File: src/rtl/parity_err_collector_if.sv
// Status/handshake bundle between the parity checker, the error collector and the IRQ/safety side.
// The master drives the error rails, mask and clear request; the slave returns the collected status.
interface parity_err_collector_if #(
  parameter int NUM_CH = 4,
  parameter int CNT_W  = 8,
  parameter int FCH_W  = (NUM_CH > 1) ? $clog2(NUM_CH) : 1
);
  logic [NUM_CH-1:0] ERR_IN;
  logic [NUM_CH-1:0] ERR_IN_B;
  logic [NUM_CH-1:0] ERR_MASK;
  logic              CLR_REQ;
  logic              CLR_ACK;
  logic [NUM_CH-1:0] ERR_STICKY;
  logic [NUM_CH-1:0] RAIL_FAULT;
  logic [FCH_W-1:0]  FIRST_CH;
  logic [CNT_W-1:0]  ERR_CNT;
  logic              IRQ;

  modport master (
    output ERR_IN, ERR_IN_B, ERR_MASK, CLR_REQ,
    input  CLR_ACK, ERR_STICKY, RAIL_FAULT, FIRST_CH, ERR_CNT, IRQ
  );

  modport slave (
    input  ERR_IN, ERR_IN_B, ERR_MASK, CLR_REQ,
    output CLR_ACK, ERR_STICKY, RAIL_FAULT, FIRST_CH, ERR_CNT, IRQ
  );
endinterface

File: src/rtl/parity_err_collector.sv
// Dual-rail parity error collector: per-channel rail check, sticky errors, saturating event
// counter, first-channel capture and a single IRQ with a level req/ack clear handshake.

module parity_err_lane #(
  parameter int SKEW_CYC = 2
) (
  input  logic clk_i,
  input  logic rst_i,
  input  logic err_i,
  input  logic err_b_i,
  input  logic mask_i,
  input  logic clr_i,
  output logic ev_o,
  output logic fnew_o,
  output logic sticky_o,
  output logic fault_o
);
  localparam logic [3:0] SKEW_MAX = 4'(SKEW_CYC);
  localparam logic [3:0] SKEW_M1  = 4'(SKEW_CYC - 1);

  logic       err_q, err_b_q;
  logic       vprev_q, vprev_d;
  logic       sticky_q, sticky_d;
  logic       fault_q, fault_d;
  logic [3:0] skew_q, skew_d;
  logic       v, eq, hit;

  assign v   = err_q & ~err_b_q & ~mask_i;
  assign eq  = (err_q == err_b_q);
  // the cycle that takes the run length to SKEW_CYC is the one that sets the fault
  assign hit = eq & (skew_q >= SKEW_M1);

  assign ev_o     = v & ~vprev_q;
  assign fnew_o   = hit & ~fault_q;
  assign sticky_o = sticky_q;
  assign fault_o  = fault_q;

  always_comb begin
    vprev_d  = v;
    sticky_d = sticky_q | ev_o;
    fault_d  = fault_q | hit;
    if (!eq)                   skew_d = '0;
    else if (skew_q >= SKEW_MAX) skew_d = SKEW_MAX;
    else                       skew_d = skew_q + 4'd1;
    if (clr_i) begin
      vprev_d  = 1'b0;
      sticky_d = 1'b0;
      fault_d  = 1'b0;
      skew_d   = '0;
    end
  end

  always_ff @(posedge clk_i or posedge rst_i) begin
    if (rst_i) begin
      err_q    <= 1'b0;
      err_b_q  <= 1'b0;
      vprev_q  <= 1'b0;
      sticky_q <= 1'b0;
      fault_q  <= 1'b0;
      skew_q   <= '0;
    end else begin
      err_q    <= err_i;
      err_b_q  <= err_b_i;
      vprev_q  <= vprev_d;
      sticky_q <= sticky_d;
      fault_q  <= fault_d;
      skew_q   <= skew_d;
    end
  end
endmodule

module parity_err_collector #(
  parameter int NUM_CH   = 4,
  parameter int CNT_W    = 8,
  parameter int SKEW_CYC = 2
) (
  input  logic                 ACLK,
  input  logic                 RESET_ACLK,
  parity_err_collector_if.slave bus
);
  localparam int FCH_W = (NUM_CH > 1) ? $clog2(NUM_CH) : 1;
  localparam int PC_W  = $clog2(NUM_CH) + 1;
  localparam int SUM_W = CNT_W + $clog2(NUM_CH) + 1;
  localparam logic [CNT_W-1:0] CNT_MAX = '1;

  localparam logic [1:0] ST_IDLE  = 2'd0;
  localparam logic [1:0] ST_ERROR = 2'd1;
  localparam logic [1:0] ST_CLEAR = 2'd2;

  logic [1:0]        state_q, state_d;
  logic [CNT_W-1:0]  cnt_q, cnt_d;
  logic [FCH_W-1:0]  first_q, first_d, first_lo;
  logic [NUM_CH-1:0] ev, fnew, ev_g, trig, sticky, fault;
  logic [PC_W-1:0]   pop;
  logic [SUM_W-1:0]  sum;
  logic              clr;

  // clearing covers the entry edge (request seen outside CLEAR) and every edge spent in CLEAR
  assign clr = bus.CLR_REQ | (state_q == ST_CLEAR);

  for (genvar i = 0; i < NUM_CH; i++) begin : g_lane
    parity_err_lane #(.SKEW_CYC(SKEW_CYC)) u_lane (
      .clk_i    (ACLK),
      .rst_i    (RESET_ACLK),
      .err_i    (bus.ERR_IN[i]),
      .err_b_i  (bus.ERR_IN_B[i]),
      .mask_i   (bus.ERR_MASK[i]),
      .clr_i    (clr),
      .ev_o     (ev[i]),
      .fnew_o   (fnew[i]),
      .sticky_o (sticky[i]),
      .fault_o  (fault[i])
    );
  end

  assign ev_g = clr ? '0 : ev;
  assign trig = clr ? '0 : (ev | fnew);

  always_comb begin
    pop = '0;
    for (int i = 0; i < NUM_CH; i++) pop = pop + PC_W'(ev_g[i]);
  end

  assign sum = SUM_W'(cnt_q) + SUM_W'(pop);

  always_comb begin
    first_lo = '0;
    for (int i = NUM_CH - 1; i >= 0; i--)
      if (trig[i]) first_lo = FCH_W'(i);
  end

  always_comb begin
    state_d = state_q;
    first_d = first_q;
    cnt_d   = (sum > SUM_W'(CNT_MAX)) ? CNT_MAX : sum[CNT_W-1:0];
    case (state_q)
      ST_IDLE: begin
        if (bus.CLR_REQ) state_d = ST_CLEAR;
        else if (|trig) begin
          state_d = ST_ERROR;
          first_d = first_lo;
        end
      end
      ST_ERROR: if (bus.CLR_REQ)  state_d = ST_CLEAR;
      ST_CLEAR: if (!bus.CLR_REQ) state_d = ST_IDLE;
      default:  state_d = ST_IDLE;
    endcase
    if (clr) begin
      cnt_d   = '0;
      first_d = '0;
    end
  end

  always_ff @(posedge ACLK or posedge RESET_ACLK) begin
    if (RESET_ACLK) begin
      state_q <= ST_IDLE;
      cnt_q   <= '0;
      first_q <= '0;
    end else begin
      state_q <= state_d;
      cnt_q   <= cnt_d;
      first_q <= first_d;
    end
  end

  assign bus.ERR_STICKY = sticky;
  assign bus.RAIL_FAULT = fault;
  assign bus.FIRST_CH   = first_q;
  assign bus.ERR_CNT    = cnt_q;
  assign bus.IRQ        = (state_q == ST_ERROR);
  assign bus.CLR_ACK    = (state_q == ST_CLEAR);
endmodule

File: src/flat_wrapper.sv
// flat-port wrapper written by rule: the top's interface ports become plain ports
module parity_err_collector_flat 
#(
  parameter int NUM_CH   = 4,
  parameter int CNT_W    = 8,
  parameter int SKEW_CYC = 2
)
  (ACLK, RESET_ACLK, bus_ERR_IN, bus_ERR_IN_B, bus_ERR_MASK, bus_CLR_REQ, bus_CLR_ACK, bus_ERR_STICKY, bus_RAIL_FAULT, bus_FIRST_CH, bus_ERR_CNT, bus_IRQ);
  parity_err_collector_if #(.NUM_CH(NUM_CH), .CNT_W(CNT_W)) bus_i ();
  input  logic ACLK;
  input  logic RESET_ACLK;
  input wire logic [$bits(bus_i.ERR_IN)-1:0] bus_ERR_IN;
  input wire logic [$bits(bus_i.ERR_IN_B)-1:0] bus_ERR_IN_B;
  input wire logic [$bits(bus_i.ERR_MASK)-1:0] bus_ERR_MASK;
  input wire logic [$bits(bus_i.CLR_REQ)-1:0] bus_CLR_REQ;
  output wire logic [$bits(bus_i.CLR_ACK)-1:0] bus_CLR_ACK;
  output wire logic [$bits(bus_i.ERR_STICKY)-1:0] bus_ERR_STICKY;
  output wire logic [$bits(bus_i.RAIL_FAULT)-1:0] bus_RAIL_FAULT;
  output wire logic [$bits(bus_i.FIRST_CH)-1:0] bus_FIRST_CH;
  output wire logic [$bits(bus_i.ERR_CNT)-1:0] bus_ERR_CNT;
  output wire logic [$bits(bus_i.IRQ)-1:0] bus_IRQ;
  assign bus_i.ERR_IN = bus_ERR_IN;
  assign bus_i.ERR_IN_B = bus_ERR_IN_B;
  assign bus_i.ERR_MASK = bus_ERR_MASK;
  assign bus_i.CLR_REQ = bus_CLR_REQ;
  assign bus_CLR_ACK = bus_i.CLR_ACK;
  assign bus_ERR_STICKY = bus_i.ERR_STICKY;
  assign bus_RAIL_FAULT = bus_i.RAIL_FAULT;
  assign bus_FIRST_CH = bus_i.FIRST_CH;
  assign bus_ERR_CNT = bus_i.ERR_CNT;
  assign bus_IRQ = bus_i.IRQ;
  parity_err_collector #(.NUM_CH(NUM_CH), .CNT_W(CNT_W), .SKEW_CYC(SKEW_CYC)) u_core (.ACLK(ACLK), .RESET_ACLK(RESET_ACLK), .bus(bus_i));
endmodule
File: config.mk
export PLATFORM = sky130hd
export DESIGN_NAME = parity_err_collector_flat
export DESIGN_NICKNAME = d
export VERILOG_FILES = /design/src/rtl/parity_err_collector_if.sv /design/src/rtl/parity_err_collector.sv /design/src/flat_wrapper.sv
export SDC_FILE = /design/constraint.sdc
export NUM_CORES = 1
export LEC_CHECK = 0
export ABC_AREA = 1
export CAP_MARGIN = 30
export CORE_MARGIN = 3
export CORE_UTILIZATION = 35
export DETAILED_ROUTE_END_ITERATION = 8
export GPL_TIMING_DRIVEN = 0
export SKIP_LAST_GASP = 1
export SLEW_MARGIN = 15
export SYNTH_ARGS = -nofsm -noshare
export SYNTH_HDL_FRONTEND = slang
export SYNTH_SLANG_ARGS = --single-unit
File: constraint.sdc
create_clock -name ACLK -period 7 [get_ports ACLK]
set_clock_uncertainty 0.2 [all_clocks]
set_input_delay 1.05 -clock ACLK [delete_from_list [all_inputs] [get_ports ACLK]]
set_output_delay 1.05 -clock ACLK [all_outputs]
set_load 0.005 [all_outputs]
==> impl_metrics.prom <==
# TYPE chip_impl_metric gauge
chip_impl_metric{name="grt_pass1_vias",unit=""} 1743
chip_impl_metric{name="timing.setup.tns",unit="ns"} 0
chip_impl_metric{name="ir_worst_vdd",unit="mV"} 0.1148
chip_impl_metric{name="final_antenna_net_count",unit=""} 0
chip_impl_metric{name="core_area",unit="um2"} 6869
chip_impl_metric{name="num_rows",unit=""} 30
chip_impl_metric{name="grt_start_max_net_pins",unit=""} 37
chip_impl_metric{name="cts.reportedPaths.clkPinSlew",unit="ns"} 0.08
chip_impl_metric{name="final.min_clock_period",unit="ns"} 4.264
chip_impl_metric{name="grt_usage",unit=""} 0.1150
chip_impl_metric{name="powerDensity",unit="nW/um2"} 197.2
chip_impl_metric{name="cp_max_fanout",unit=""} 10
chip_impl_metric{name="fp.dieArea",unit="um2"} 8254
chip_impl_metric{name="post_route_cells_drive_above_1_share",unit=""} 0.1375
chip_impl_info{name="tritoncts",value="done"} 1
chip_impl_metric{name="via_per_inst",unit=""} 4.305
chip_impl_metric{name="cts.path.max_buffers",unit=""} 2
chip_impl_info{name="cts_root_buffer",value="clkbuf_8"} 1
chip_impl_metric{name="initialDrtViolationCount",unit=""} 49
chip_impl_metric{name="dp_hpwl",unit="mm"} 3.441
chip_impl_metric{name="tritoncts.num_buffers",unit=""} 5
chip_impl_metric{name="area_growth",unit="%"} 23.34
chip_impl_metric{name="area_taken_by_flip_flops_and_latches",unit="um2"} 1201
chip_impl_metric{name="report.final.slew_viol_count",unit=""} 0
chip_impl_metric{name="cap_violations",unit=""} 0
chip_impl_info{name="endpoint_kind",value="flip-flop"} 1
chip_impl_metric{name="die_height",unit="um"} 90.85
chip_impl_info{name="synth_top_flop_cell",value="dfrtp_1"} 1
chip_impl_metric{name="die_x",unit="um"} 90.85
chip_impl_metric{name="floorplan.io_pins",unit=""} 35
chip_impl_metric{name="mappedNetlistArea",unit="um2"} 2520
chip_impl_metric{name="synth_warnings",unit=""} 0
chip_impl_metric{name="first_pass_grt_wire_length",unit="mm"} 7.659
chip_impl_info{name="result_of_the_run",value="complete, no violations"} 1
chip_impl_metric{name="cts.hold.buffers_added",unit=""} 0
chip_impl_info{name="rsz0062_at_grt",value="no"} 1
chip_impl_metric{name="seq_area_frac_synth",unit=""} 0.4767
chip_impl_metric{name="cp.required",unit="ns"} 7.02
chip_impl_info{name="ys_top_cells_by_area",value="dfrtp_1 (48%), ha_1 (12%), nand2_1 (7.0%)"} 1
chip_impl_info{name="highest-signal-layer",value="met4"} 1
chip_impl_info{name="timing.critical_path.from_type",value="primary input"} 1
chip_impl_metric{name="numPlacedInstances",unit=""} 409
chip_impl_metric{name="antenna_found_initial",unit=""} 0
chip_impl_metric{name="antenna_diode_count",unit=""} 0
chip_impl_metric{name="dr.pass1.iters",unit=""} 4
chip_impl_metric{name="critical_path_arrival",unit="ns"} 4.29
chip_impl_metric{name="gp_routability_congestion",unit=""} 0.7570
chip_impl_metric{name="final_cycle_share",unit=""} 0.6091
chip_impl_metric{name="hold_violations",unit=""} 0
chip_impl_metric{name="power_leakage",unit="nW"} 1.588
chip_impl_info{name="post-synth-top-area-cell",value="dfrtp_1"} 1
chip_impl_metric{name="multi_input_area",unit="um2"} 1074
chip_impl_info{name="post_synth_most_frequent_cells",value="dfrtp_1 (48), nand2_1 (47), inv_1 (42), nor2_1 (38), ha_1 (25)"} 1
chip_impl_metric{name="finalWirelength",unit="mm"} 4.416
chip_impl_metric{name="met2RoutedLength",unit="mm"} 2.132
chip_impl_metric{name="ctsResizeCount",unit=""} 0
chip_impl_metric{name="ys_async_sr_fraction",unit=""} 1.000
chip_impl_metric{name="stdcell_count",unit=""} 416
chip_impl_metric{name="clock.fmax",unit="MHz"} 234.5
chip_impl_metric{name="average_size_of_a_mapped_cell",unit="um2"} 9.163
chip_impl_metric{name="drcViolationCount",unit=""} 0
chip_impl_metric{name="vias",unit=""} 1791
chip_impl_metric{name="postSynthCellCount",unit=""} 275
chip_impl_metric{name="htreeDepth",unit=""} 2
chip_impl_metric{name="initial_utilization",unit=""} 0.3668
chip_impl_metric{name="netlist.area_leader.share",unit=""} 0.4767
chip_impl_metric{name="number_of_enable_flip_flop_cells_after_synthesis",unit=""} 0
chip_impl_metric{name="avgRoutedWirePerCell",unit="um"} 10.62
chip_impl_metric{name="cts.repair_timing.setup_buffer_count",unit=""} 0
chip_impl_info{name="worstHoldPathType",value="flip-flop to flip-flop"} 1
chip_impl_metric{name="io_buffers",unit=""} 34
chip_impl_metric{name="route.layer.met1.wl",unit="mm"} 2.037
chip_impl_metric{name="cts_sinks",unit=""} 48
chip_impl_metric{name="clk-insertion-delay-late",unit="ns"} 0.30
chip_impl_info{name="synth_most_common_cell",value="dfrtp_1"} 1
chip_impl_metric{name="yosys_register_bits",unit=""} 48
chip_impl_metric{name="gr-total-overflow",unit=""} 0
chip_impl_metric{name="layout_net_count",unit=""} 362
chip_impl_metric{name="met3_wirelength",unit="um"} 178
chip_impl_metric{name="synth.distinct_cells",unit=""} 29
chip_impl_info{name="critPathKind",value="primary input to flip-flop"} 1
chip_impl_metric{name="finalSetupViolCount",unit=""} 0
chip_impl_metric{name="filler_cell_count",unit=""} 664
## per-stage QoR
stage	setup slack, ns	hold slack [ns]	utilization	total power [mW]	area, um2
after floorplan	3.170	0.2513	-	0.3954	2531
after global placement	2.452	0.2761	0.4355	0.4417	2992
after detailed placement	2.411	0.2792	0.4384	0.4468	3012
after CTS	2.724	0.2943	0.4525	0.6245	3108
after global routing	2.503	0.3069	0.4525	0.6551	3108
final	2.736	0.2913	0.4525	0.6127	3108
## worst max-delay path: stages
cell and delay, ns:
clkdlybuf4s50_1 0.46, inv_2 0.23, nand4_2 0.18, inv_1 0.10
ha_1 0.25, fa_1 0.39, ha_1 0.32, inv_1 0.06
fa_1 0.44, o21ai_2 0.18, nand2_1 0.08, nor2_2 0.14
nand2_2 0.09, nor2_4 0.10, inv_2 0.07, a21oi_1 0.14
## area by class of cell
class                   count  share of cell area
clock buffers               7             0.03100
plain buffers              10             0.02335
inverters                  49             0.05918
flip-flops and latches     48              0.3865
repair buffers             35              0.1159
well taps                  96             0.03865
multi-input cells         171              0.3454
## sequential cells by signal, indices dropped and copies added (netlist names)
| name | flops |
|---|---|
| u_core.g_lane.u_lane.sticky_o | 4 |
| u_core.g_lane.u_lane.err_b_q | 4 |
| u_core.bus.FIRST_CH | 2 |
| u_core.g_lane.u_lane.skew_q | 16 |
| u_core.g_lane.u_lane.fault_o | 4 |
| u_core.state_q | 2 |
| u_core.g_lane.u_lane.vprev_q | 4 |
| u_core.g_lane.u_lane.err_q | 4 |
| u_core.bus.ERR_CNT | 8 |
## placed cells by master, fill, tap and decap left out, drive strengths merged
cell type	count
a21oi	9
a31oi	2
buf	11
clkbuf	7
clkdlybuf4s50	34
conb	4
dfrtp	48
fa	2
ha	25
inv	49
nand2	49
nand3	10
nand4	4
nor2	43
nor3	8
nor3b	4
o21ai	8
xnor2	1
xor2	2
## per-layer routing
layer  up-vias  global-route usage
li1        921                   -
met1       835              0.1481
met2        30              0.1865
met3         5             0.02667
met4         0             0.04648
met5         -                   0
## report_power, final
part | switching (mW) | leakage, nW | total (mW) | internal, mW
clock network | 0.0862 | 0.0503 | 0.174 | 0.0880
logic | 0.0734 | 0.905 | 0.132 | 0.0584
registers | 0.0125 | 0.633 | 0.307 | 0.294
total | 0.172 | 1.59 | 0.613 | 0.441
## cell families after synthesis
logic type,after synthesis,share of synthesized area
adder cells (fa/ha/maj),27,0.1400
buffers and inverters,59,0.1018
other,1,0.001488
AND/OR/NAND/NOR,118,0.2279
AO/OA/AOI/OAI,19,0.04170
XOR/XNOR,3,0.01043
flip-flops,48,0.4767
## path summary, 6_finish.rpt
path                                                 start                               to  slack [ns]  cells after the start
hold reg to reg                          u_core.state_q[0]                u_core.state_q[1]        0.29                      1
setup reg to reg           u_core.g_lane[0].u_lane.err_b_q            u_core.bus.ERR_CNT[4]        3.52                     18
min in group asynchronous                       RESET_ACLK  u_core.g_lane[3].u_lane.vprev_q        0.81                      2
hold / removal                           u_core.state_q[0]                u_core.state_q[1]        0.29                      1
max in group asynchronous                       RESET_ACLK  u_core.g_lane[1].u_lane.fault_o        5.31                      3
setup / recovery                               bus_CLR_REQ            u_core.bus.ERR_CNT[4]        2.74                     16
Power figures use the tool's default switching activity.
==> RTL edit (same flow settings) <==
`CNT_W` is set to 8 in 3 places; all go to 6.
--- a/src/rtl/parity_err_collector_if.sv
+++ b/src/rtl/parity_err_collector_if.sv
@@ -4,3 +4,3 @@
   parameter int NUM_CH = 4,
-  parameter int CNT_W  = 8,
+  parameter int CNT_W  = 6,
   parameter int FCH_W  = (NUM_CH > 1) ? $clog2(NUM_CH) : 1
--- a/src/rtl/parity_err_collector.sv
+++ b/src/rtl/parity_err_collector.sv
@@ -73,3 +73,3 @@
   parameter int NUM_CH   = 4,
-  parameter int CNT_W    = 8,
+  parameter int CNT_W    = 6,
   parameter int SKEW_CYC = 2
--- a/src/flat_wrapper.sv
+++ b/src/flat_wrapper.sv
@@ -4,3 +4,3 @@
   parameter int NUM_CH   = 4,
-  parameter int CNT_W    = 8,
+  parameter int CNT_W    = 6,
   parameter int SKEW_CYC = 2
Ports: changed (resized bus_ERR_CNT); port bits go from 35 to 33. No check against the original RTL was run, so the function may have changed too.
==> RTL edit against the unedited design <==
  * Utilization shrank 0.77 points
  * Wire length decreased by 13%
  * Sequential cell count shrank 2
  * Largest power group unchanged
  * Cell area decreased by 8.6%
  * Worst hold slack lost 1.1 ps
  * Worst setup slack worse by 90 ps
  * Sequential share of layout area rose by 1.9 points
  * Global-route usage up 0.23 points
  * Total power down 6.3%
  * Via count down 10%
  * Area after synthesis down 8.1%
  * Clock power decreased by 14%
==> RTL edit: results (changes against the unedited design) <==
Hold Slack: 290 ps (-1.09 ps)
Switching pwr: 0.162 mW (-5.6%)
Grt met1 use: 13.6% (-1.2 points)
# port buffers: 32 (-5.9%)
Worst Setup EP: u_core.bus.ERR_CNT[1]$_DFF_PP0_
Met3 WL: 154 um (-13%)
Status: complete, no violations
Drt wl/cell: 10.4 um (-2.3%)
Met2 Usage GRT: 20.8% (+2.1 points)
GRT met3 Usage: 3.31% (+0.64 points)
Hold Path Sink: u_core.g_lane[3].u_lane.sticky_o$_DFF_PP0_
Flop-to-flop setup slack: 3290 ps (-230 ps)
Worst R2R Path Depth: 17 (-1)
Routability cong.: 0.717 (-5.3%)
DR vias: 1,606 (-10%)
Pre-CTS WS: 2340 ps (-76.0 ps)
Cell variety after synth: 28 (-3.4%)
Final Critical Period: 4350 ps (+89.7 ps)
WL met2: 1940 um (-9.1%)
Sequential area share after synthesis: 49.7% (+2.0 points)
Synth top area cells: dfrtp_1 50%, ha_1 14%, inv_1 7.6%
Hold path cells: 2 (+1)
Worst EP arrival: 4340 ps (+50 ps)
Worst hold start: u_core.g_lane[3].u_lane.sticky_o$_DFF_PP0_
First-pass GRT wire length: 7000 um (-8.7%)
Fill cells: 629 (-5.3%)
Synth top cells by count: 47 x inv_1, 46 x dfrtp_1, 34 x nor2_1
DRC marker count from the first detailed-route iteration: 45 (-8.2%)
GRT Total Usage: 11.7% (+0.23 points)
Layout net count: 337 (-6.9%)
[RTL edit: critical path, stage by stage]
cell and delay [ps]:
clkdlybuf4s50_1 390, inv_1 50, nand2_1 60, or2_2 290, nor2_2 140, ha_1 260, fa_1 400, ha_1 330
fa_1 420, nand2_1 80, inv_1 40, o21ai_0 320, inv_1 80, nand3_1 140, inv_1 70, o21ai_0 140
inv_1 60
[RTL edit: power groups by stage]
stage               sequential (mW)  combinational (mW)  clock, mW
floorplan                     0.300              0.0817          0
global placement              0.303               0.127          0
detailed placement            0.304               0.130          0
CTS                           0.298               0.131      0.159
global route                  0.302               0.148      0.166
finish                        0.298               0.127      0.149
[RTL edit: cell families (layout without fill, tap and decap cells)]
kind of cell | Yosys count | count (layout) | synth area share, %
buffers and inverters | 59 | 99 | 10.9
adders and majority gates | 27 | 27 | 15.2
and+or+nand+nor | 96 | 96 | 18.5
DFF | 46 | 46 | 49.7
other | 1 | 4 | 0.162
xor gates and xnor gates | 2 | 2 | 0.756
AOI/OAI and AO/OA | 21 | 21 | 4.75
[RTL edit: area by class of cell]
type / instances / share of cell area (%)
Tap cell: 77 / 3.39
Inverter: 49 / 6.48
Timing Repair Buffer: 33 / 12.0
Buffer: 10 / 2.42
Clock buffer: 7 / 2.69
Sequential cell: 46 / 40.5
Multi-Input combinational cell: 150 / 32.5
[RTL edit: per-stage QoR]
| stage | std cells | instance area, um^2 |
|---|---|---|
| 2_1_floorplan | 255 | 2330 |
| 5_1_grt | 372 | 2840 |
| 3_5_place_dp | 365 | 2760 |
| 4_1_cts | 372 | 2840 |
| 6_report | 372 | 2840 |
| 3_3_place_gp | 364 | 2740 |
